File: src/rtl/macro_unsumsqr.sv
// ---------------------------------------------------------------------------
// macro_unsumsqr
//
// Purpose:
//   Reverses the sum-of-squares datapath. It accepts down_data = x*x + OFFSET
//   and returns up_data = floor(sqrt(down_data - OFFSET)). The root is found
//   with the iterative digit-by-digit integer square root, one result bit per
//   clock. It accepts one operand at a time, with a valid/ready handshake on
//   both the input and the output side.
//
// Parameters:
//   WIDTH   - width of down_data. Must be even. The root is WIDTH/2 bits wide.
//   OFFSET  - constant removed before the root is taken. Must be < 2**WIDTH.
//
// Ports:
//   clock      in   rising-edge clock
//   reset      in   asynchronous reset, active low
//   in_valid   in   down_data is valid
//   in_ready   out  block is idle and can accept an operand
//   down_data  in   operand x*x + OFFSET
//   out_valid  out  result is valid
//   out_ready  in   consumer takes the result
//   up_data    out  floor square root of (down_data - OFFSET)
//   underflow  out  the operand was smaller than OFFSET
//   exact      out  present only when MACRO_UNSUMSQR_EXACT_EN is defined.
//                   It is high when down_data - OFFSET is a perfect square.
//
// Build option:
//   MACRO_UNSUMSQR_EXACT_EN - adds the exact output and the compare of the
//                             final remainder against zero.
// ---------------------------------------------------------------------------
module macro_unsumsqr #(
    parameter int WIDTH  = 32,
    parameter int OFFSET = 144
) (
    input  logic                 clock,
    input  logic                 reset,
    input  logic                 in_valid,
    output logic                 in_ready,
    input  logic [WIDTH-1:0]     down_data,
    output logic                 out_valid,
    input  logic                 out_ready,
    output logic [WIDTH/2-1:0]   up_data,
    output logic                 underflow
`ifdef MACRO_UNSUMSQR_EXACT_EN
    ,
    output logic                 exact
`endif
);

    localparam int HALF = WIDTH / 2;
    localparam int CW   = (HALF > 1) ? $clog2(HALF) : 1;

    localparam logic [WIDTH-1:0] OFFSET_W   = WIDTH'(OFFSET);
    localparam logic [CW-1:0]    LAST_COUNT = CW'(HALF - 1);

    typedef enum logic [1:0] {
        IDLE,
        CALC,
        DONE
    } state_t;

    state_t             state;
    logic [WIDTH-1:0]   radicand;
    logic [HALF+1:0]    rem;
    logic [HALF-1:0]    root;
    logic [CW-1:0]      count;

    logic [HALF+3:0]    rem_shift;
    logic [HALF+3:0]    trial;
    logic               take;
    logic [HALF+1:0]    rem_next;
    logic [HALF-1:0]    root_next;

    assign in_ready  = (state == IDLE);
    assign out_valid = (state == DONE);

    // This block computes one step of the square root. It brings down the
    // next two bits of the radicand and tries to subtract {root, 01}. The
    // compare is done two bits wider than the remainder register, so the
    // shifted value is never cut off. Only the true remainder is stored, and
    // it always fits in HALF+2 bits.
    always_comb begin
        rem_shift = {rem, radicand[WIDTH-1 -: 2]};
        trial     = {2'b00, root, 2'b01};
        take      = (rem_shift >= trial);
        if (take) begin
            rem_next = rem_shift[HALF+1:0] - trial[HALF+1:0];
        end else begin
            rem_next = rem_shift[HALF+1:0];
        end
        root_next = HALF'({root, take});
    end

    // This is the control and datapath register block. The operands are
    // handled one at a time. While the block is busy, in_ready is low, so
    // in_valid has no effect. The result registers keep their value after
    // the block retires and goes back to IDLE.
    always_ff @(posedge clock or negedge reset) begin
        if (!reset) begin
            state     <= IDLE;
            radicand  <= '0;
            rem       <= '0;
            root      <= '0;
            count     <= '0;
            up_data   <= '0;
            underflow <= 1'b0;
`ifdef MACRO_UNSUMSQR_EXACT_EN
            exact     <= 1'b0;
`endif
        end else begin
            case (state)
                IDLE: begin
                    if (in_valid) begin
                        if (down_data < OFFSET_W) begin
                            up_data   <= '0;
                            underflow <= 1'b1;
`ifdef MACRO_UNSUMSQR_EXACT_EN
                            exact     <= 1'b0;
`endif
                            state     <= DONE;
                        end else begin
                            radicand  <= down_data - OFFSET_W;
                            rem       <= '0;
                            root      <= '0;
                            count     <= LAST_COUNT;
                            underflow <= 1'b0;
                            state     <= CALC;
                        end
                    end
                end
                CALC: begin
                    radicand <= radicand << 2;
                    rem      <= rem_next;
                    root     <= root_next;
                    if (count == '0) begin
                        up_data <= root_next;
`ifdef MACRO_UNSUMSQR_EXACT_EN
                        exact   <= (rem_next == '0);
`endif
                        state   <= DONE;
                    end else begin
                        count <= count - CW'(1);
                    end
                end
                DONE: begin
                    if (out_ready) begin
                        state <= IDLE;
                    end
                end
                default: begin
                    state <= IDLE;
                end
            endcase
        end
    end

endmodule
File: config.mk
export PLATFORM = sky130hd
export DESIGN_NAME = macro_unsumsqr
export DESIGN_NICKNAME = d
export VERILOG_FILES = /design/src/rtl/macro_unsumsqr.sv
export SDC_FILE = /design/constraint.sdc
export NUM_CORES = 1
export LEC_CHECK = 0
export ABC_CLOCK_PERIOD_IN_PS = 2400
export CORE_UTILIZATION = 53
export CTS_BUF_LIST = sky130_fd_sc_hd__clkbuf_2 sky130_fd_sc_hd__clkbuf_4 sky130_fd_sc_hd__clkbuf_8
export DETAILED_ROUTE_END_ITERATION = 10
export HOLD_SLACK_MARGIN = 0.03
export PLACE_DENSITY = 0.88
export REMOVE_ABC_BUFFERS = 1
export SLEW_MARGIN = 20
export SYNTH_ARGS = -nofsm -noshare
export SYNTH_HDL_FRONTEND = slang
export SYNTH_SLANG_ARGS = --single-unit
export TNS_END_PERCENT = 50
File: constraint.sdc
create_clock -name clock -period 2.4 [get_ports clock]
set_clock_uncertainty 0.15 [all_clocks]
set_input_delay 0.48 -clock clock [delete_from_list [all_inputs] [get_ports clock]]
set_output_delay 0.48 -clock clock [all_outputs]
set_load 0.03 [all_outputs]
# ---- Word level (Yosys, flattened, before mapping)
# Cells that the tools add are included.
dict set report classes {
  n_bitwise 0
  magnitude_cmp 2
  n_shift 0
  muxes 24
  n_div 0
  n_eq_ne 8
  addsub 3
  n_mul 0
  n_reduce_logical 8
}
# cell count
set op_table {}
lappend op_table {{2-to-1 mux 16 bit} 5}
lappend op_table {{2-to-1 mux 32 bit} 2}
lappend op_table {{one-hot mux 16 bit (2 select lines)} 2}
lappend op_table {{one-hot mux 32 bit (2 select lines)} 1}
lappend op_table {{2-to-1 mux 18 bit} 3}
lappend op_table {{one-hot mux 18 bit (2 select lines)} 1}
lappend op_table {{< comparator 32 x 8 -> 1 bit (second input constant)} 1}
lappend op_table {{subtractor 32 x 8 -> 32 bit (second input constant)} 1}
lappend op_table {{>= comparator 20 x 18 -> 1 bit} 1}
lappend op_table {{subtractor 18 bit} 1}
lappend op_table {{2-to-1 mux 4 bit} 3}
lappend op_table {{2-to-1 mux 2 bit} 4}
lappend op_table {{inequality test 2 bit (second input constant)} 4}
lappend op_table {{one-hot mux 4 bit (2 select lines)} 1}
lappend op_table {{AND reduction 4 bit} 2}
lappend op_table {{one-hot mux 2 bit (3 select lines)} 1}
lappend op_table {{AND reduction 3 bit} 2}
lappend op_table {{zero test 4 bit} 1}
lappend op_table {{inequality test 2 x 1 -> 1 bit (second input constant)} 2}
lappend op_table {{subtractor 4 x 1 -> 4 bit (second input constant)} 1}
lappend op_table {{equality test 2 x 1 -> 1 bit (second input constant)} 1}
lappend op_table {{equality test 2 bit (second input constant)} 1}
lappend op_table {{zero test 2 bit} 1}
lappend op_table {{AND reduction 2 bit} 1}
lappend op_table {{other kinds (2)} 2}
dict set report word_totals {
  elab_cells 52
  rom_bits 0
  ramBits 0
  register_bits 89
  n_memories 0
  input_bits 36
  output_inout_bits 19
  latchBits 0
}

# ---- Logic depth before layout (Yosys ltp)
dict set report depth {
  word_depth 4
  mapped_depth 11
  ltp_nobuf 8
}

# ---- Worst setup path after synthesis
# Ideal clock, no wire load.
dict set report synth_path {
  path_kind {reg-to-reg}
  startpoint {register rem[11]}
  endpoint {register rem[0]}
  t_arrival_ns 2.208
  synth_period_minus_slack_ns 2.484
  stages_incl_launch_ff 10
  path_slack_ns -0.084
  n_path_buf 2
  path_cell_list {dfrtp_1 > ha_1 > buf_2 > a211oi_1 > o21bai_1 > a2111oi_1 > a22o_1 > buf_4 > nor2_1 > a221o_1}
}
dict set report synth_between {
  elab_chain_len 3
}
# item line
set synth_lines {}
lappend synth_lines {{start: declaration} 65} ;# logic [HALF+1:0] rem;
lappend synth_lines {{start signal: assignment} 134} ;# rem <= rem_next;
lappend synth_lines {{>= comparator 20 x 18 -> 1 bit} 86} ;# take = (rem_shift >= trial);
lappend synth_lines {{2-to-1 mux 18 bit} 87} ;# if (take) begin
lappend synth_lines {{one-hot mux 18 bit (2 select lines)} 112} ;# case (state)
# Every way passes these cells.
# A chain may end at the register's enable or synchronous reset.

# ---- Worst setup path after layout
dict set report layout_path {
  startpoint {register root[8]}
  endpoint {register rem[14]}
}
dict set report layout_between {
  elab_chain_len 3
  elab_cells_between_ends 4
  cone_classes {1 x add/sub; 1 x order compare; 2 x mux}
}
# item line
set layout_lines {}
lappend layout_lines {{start: declaration} 66} ;# logic [HALF-1:0] root;
lappend layout_lines {{start signal: assignment} 135} ;# root <= root_next;
lappend layout_lines {{subtractor 18 bit or >= comparator 20 x 18 -> 1 bit (tied branches)} {88, 86}}
lappend layout_lines {{2-to-1 mux 18 bit *} 87}
lappend layout_lines {{one-hot mux 18 bit (2 select lines) *} 112}
# Mark *: on every way between the ends. The rest lies on a longest branch, timed or not.

==> impl_metrics.py <==
metrics = {
    "pwr": {
        "power_frac_comb_pct": 68.4,
        "power_density_mw_per_mm2": 1616,
        "p_switching_mw": 5.521,
        "power_frac_seq_pct": 22.7,
        "p_leak_nw": 3.324,
        "internal-power_mw": 6.581,
        "switching_share_pct": 45.62,
        "irDropWorstVdd_mv": 0.8151,
        "clkPwrFrac_pct": 8.9,
    },
    "detailed_routing": {
        "drc": 0,
        "postRouteAntennaNets": 0,
        "wire_per_inst_um": 20.53,
        "vias_per_cell": 6.382,
        "dr.pass1.iters": 6,
        "vias": 5559,
        "wl_um": 17890,
        "drt_iter0_drc": 479,
    },
    "yosys": {
        "avgSynthCellArea_um2": 9.141,
        "synth_edf_count": 0,
        "ys_seq_elements": 89,
        "yosysSeqAreaShare_pct": 43.35,
        "ys_warn_count": 0,
        "ys.flop_type": "dfrtp_1",
        "synth_largest_area_cell": "dfrtp_1",
        "ys_top_cells_by_area": "dfrtp_1 (43%), ha_1 (4.9%), o21ai_0 (4.9%)",
        "syn_inst": 562,
        "synth.cell_area_mm2": 0.005137,
        "synth.distinct_cells": 57,
        "synth.top_cell.area_share_pct": 43.35,
        "synth-async-reset-ratio_pct": 100.0,
    },
    "worst_setup_path": {
        "max_stage_delay_ns": 0.44,
        "worst-path-buf-inv": 1,
        "arrival_ns": 2.72,
        "r2r_end": "rem[14]",
        "path_class": "reg -> reg",
        "crit_required_ns": 2.57,
        "r2r_setup_slack_ns": -0.15,
        "path_cells": "inv_2, ha_4, nand4_1, nor4_1, a21oi_1, a22o_4, nor4_1, a221o_1",
        "rr_worst_depth": 8,
        "startpoint_type": "register",
        "crit_path_end_kind": "register",
        "slowest_stage": "nor4_1",
        "cp_max_fo": 5,
        "r2r_start": "root[8]",
        "cpMostUsedCell": "nor4_1",
        "critPathTopFamily": "simple AND/OR/NAND/NOR gates",
    },
    "global_route": {
        "use_met3_pct": 6.172,
        "grt_pass1_vias": 5382,
        "grt_max_degree": 58,
        "antenna_found_initial": 0,
        "met1_usage_pct": 36.32,
        "grt_pass1_wl_um": 25650,
        "overflow": 0,
        "grt_util_met2_pct": 59.33,
        "busiest_layer": "met2",
        "groute.usage.overall_pct": 32.81,
    },
    "finish": {
        "area_growth_syn_to_layout_pct": 45.81,
        "fillerInstances": 511,
        "drive_gt1_share_pct": 30.19,
        "diodes": 0,
        "layout.nets": 793,
        "final_core_util_pct": 80.31,
    },
    "timing": {
        "worst-slew-pin-transition_ns": 0.6768,
        "setup_viol": 15,
        "finalHoldViolations": 0,
        "max_slew_margin_pct": 54.71,
        "fin_crit_sh_pct": 106.3,
        "setup_tns_ns": -1.149,
        "drv_slew": 0,
        "setup_ws_ns": -0.1522,
        "rsz0062_at_grt": "yes",
        "period_needed_ns": 2.552,
        "clock.fmax_mhz": 391.8,
    },
    "run": {
        "maxCapViolCount": 0,
    },
    "min_path": {
        "hp-start": "up_data[13]",
        "hold_depth": 2,
        "hold_class": "reg -> reg",
        "hold_path_end": "up_data[13]",
    },
    "die": {
        "initial_utilization_pct": 55.08,
        "core-area_mm2": 0.009328,
        "ios": 55,
        "die_y_um": 100.5,
        "rows": 35,
        "die_area_mm2": 0.01009,
        "die_x_um": 100.5,
    },
    "clock_tree": {
        "clk_latency_ns": 0.38,
        "htree_levels": 3,
        "cts_root_buf": "clkbuf_8",
        "cts_buffers": 9,
        "cts.sinks": 89,
        "cts.clk_slew.worst_paths_ns": 0.09,
        "cts_tree": "yes",
        "clk_path_buf_depth": 2,
    },
    "placement": {
        "port_buffers": 54,
        "gp_congestion": 0.9455,
        "hpwl_um": 10580,
    },
    "status": {
        "status": "finished with violations",
        "violations": "setup timing",
    },
}
[power groups by stage]
stage / registers, mW / logic, mW / clock network, mW
2_1_floorplan: 2.78 / 3.61 / 0
3_3_place_gp: 2.61 / 6.06 / 0
3_5_place_dp: 2.65 / 6.31 / 0
4_1_cts: 2.66 / 7.00 / 1.07
5_1_grt: 2.78 / 8.72 / 1.15
6_report: 2.75 / 8.28 / 1.08
[layout make-up]
| class | instances | area [um2] | area share (%) |
|---|---|---|---|
| Timing Repair Buffer | 191 | 1753 | 23.40 |
| Tap cell | 129 | 161.4 | 2.155 |
| Multi-Input combinational cell | 420 | 3050 | 40.72 |
| Clock inverter | 7 | 77.57 | 1.036 |
| Inverter | 26 | 97.59 | 1.303 |
| Sequential cell | 89 | 2227 | 29.73 |
| Clock buffer | 9 | 123.9 | 1.654 |
[state kept, by name, summed over array words and instances, names as in the netlist]
register,cells
root,16
state,2
count,4
underflow,1
up_data,16
rem,18
radicand,32
[cell usage in the layout, fill, tap and decap left out, drive strengths merged, types with 5 or more instances in the layout]
| cell | instances |
|---|---|
| clkdlybuf4s50 | 38 |
| a211oi | 6 |
| nand3 | 7 |
| nor2 | 57 |
| nand2b | 8 |
| dfrtp | 89 |
| nor3 | 14 |
| nand2 | 61 |
| xor2 | 15 |
| o22ai | 19 |
| nor4 | 9 |
| a32oi | 9 |
| a221o | 6 |
| inv | 29 |
| buf | 135 |
| xnor2 | 21 |
| or3 | 5 |
| nand4 | 8 |
| a21oi | 22 |
| clkbuf | 12 |
| ha | 20 |
| dlymetal6s2s | 11 |
| o21ai | 60 |
| and2 | 5 |
| a22oi | 10 |
| mux2i | 5 |
[synthesized netlist by cell type (4+ instances only)]
library cell	n
o21ai_0	50
xor2_1	15
dfrtp_1	89
a21oi_1	22
inv_1	26
nand2b_1	7
o221ai_1	4
and3_1	4
a211oi_1	6
nor3_1	12
buf_4	5
a22oi_1	10
ha_1	20
nor4_1	7
and2_1	5
clkbuf_1	12
o21ai_1	10
a221o_1	6
mux2i_1	5
nand2_1	61
nand4_1	7
a32oi_1	9
nand3_1	7
buf_2	12
nor2_1	57
a21o_1	4
o22ai_1	19
xnor2_1	21
[cells by family (layout without fill, tap and decap cells)]
logic type / count (synthesis) / after routing / share of synthesized area (%)
compound gates: 168 / 169 / 21.33
xor+xnor: 36 / 36 / 6.138
fa+ha+maj: 20 / 20 / 4.871
buf+inv: 55 / 233 / 4.676
flops: 89 / 89 / 43.35
mux: 5 / 5 / 0.9742
simple gates: 189 / 190 / 18.66
[worst max path at each step]
| stage | from | slack (ns) | depth (start not counted) | endpoint |
|---|---|---|---|---|
| after floorplan | down_data[4] | -0.62 | 8 | radicand[10] |
| after global placement | down_data[27] | -0.37 | 6 | radicand[31] |
| after detailed placement | down_data[5] | -0.48 | 10 | rem[3] |
| after CTS | rem[11] | -0.01 | 8 | rem[0] |
| after global routing | root[5] | -0.17 | 9 | rem[8] |
| final | root[8] | -0.15 | 8 | rem[14] |
[per-stage QoR]
stage          worst slack [ns]  cell area [um2]  hold WS, ns  power, mW  cells
2_1_floorplan           -0.6191             4995      0.03441      6.394    533
3_3_place_gp            -0.3726             6593       0.2882      8.668    826
3_5_place_dp            -0.4844             6593       0.2977      8.960    826
4_1_cts                -0.01064             7074       0.3407      10.73    853
5_1_grt                 -0.1680             7491       0.3744      12.66    871
6_report                -0.1522             7491       0.3418      12.10    871
[worst register-to-register path, delay by kind of cell, from the launching register on]
kind                     cells  cell delay [ns]
AND/OR/NAND/NOR              3             1.01
buffers and inverters        1             0.07
adder cells (fa/ha/maj)      1             0.29
flip-flops                   1             0.39
AO/OA/AOI/OAI                3             0.60
[routing by layer]
metal / part of all wire [%] / vias to the layer above
li1: - / 2402
met3: 7.8 / 129
met2: 51 / 356
met1: 35 / 2672
met5: 0 / -
met4: 6.1 / 0
[timing repair]
| item | in CTS | in global routing |
|---|---|---|
| gates cloned | 3 | 3 |
| endpoints found under the setup margin | 50 | 44 |
| hold endpoints to repair | 32 | 0 |
| resized for setup | 31 | 70 |
| pin swaps | 12 | 32 |
| buffers inserted | 7 | 15 |
| hold buffers | 1 | 0 |
No activity file was read; power rests on OpenSTA's default activity.
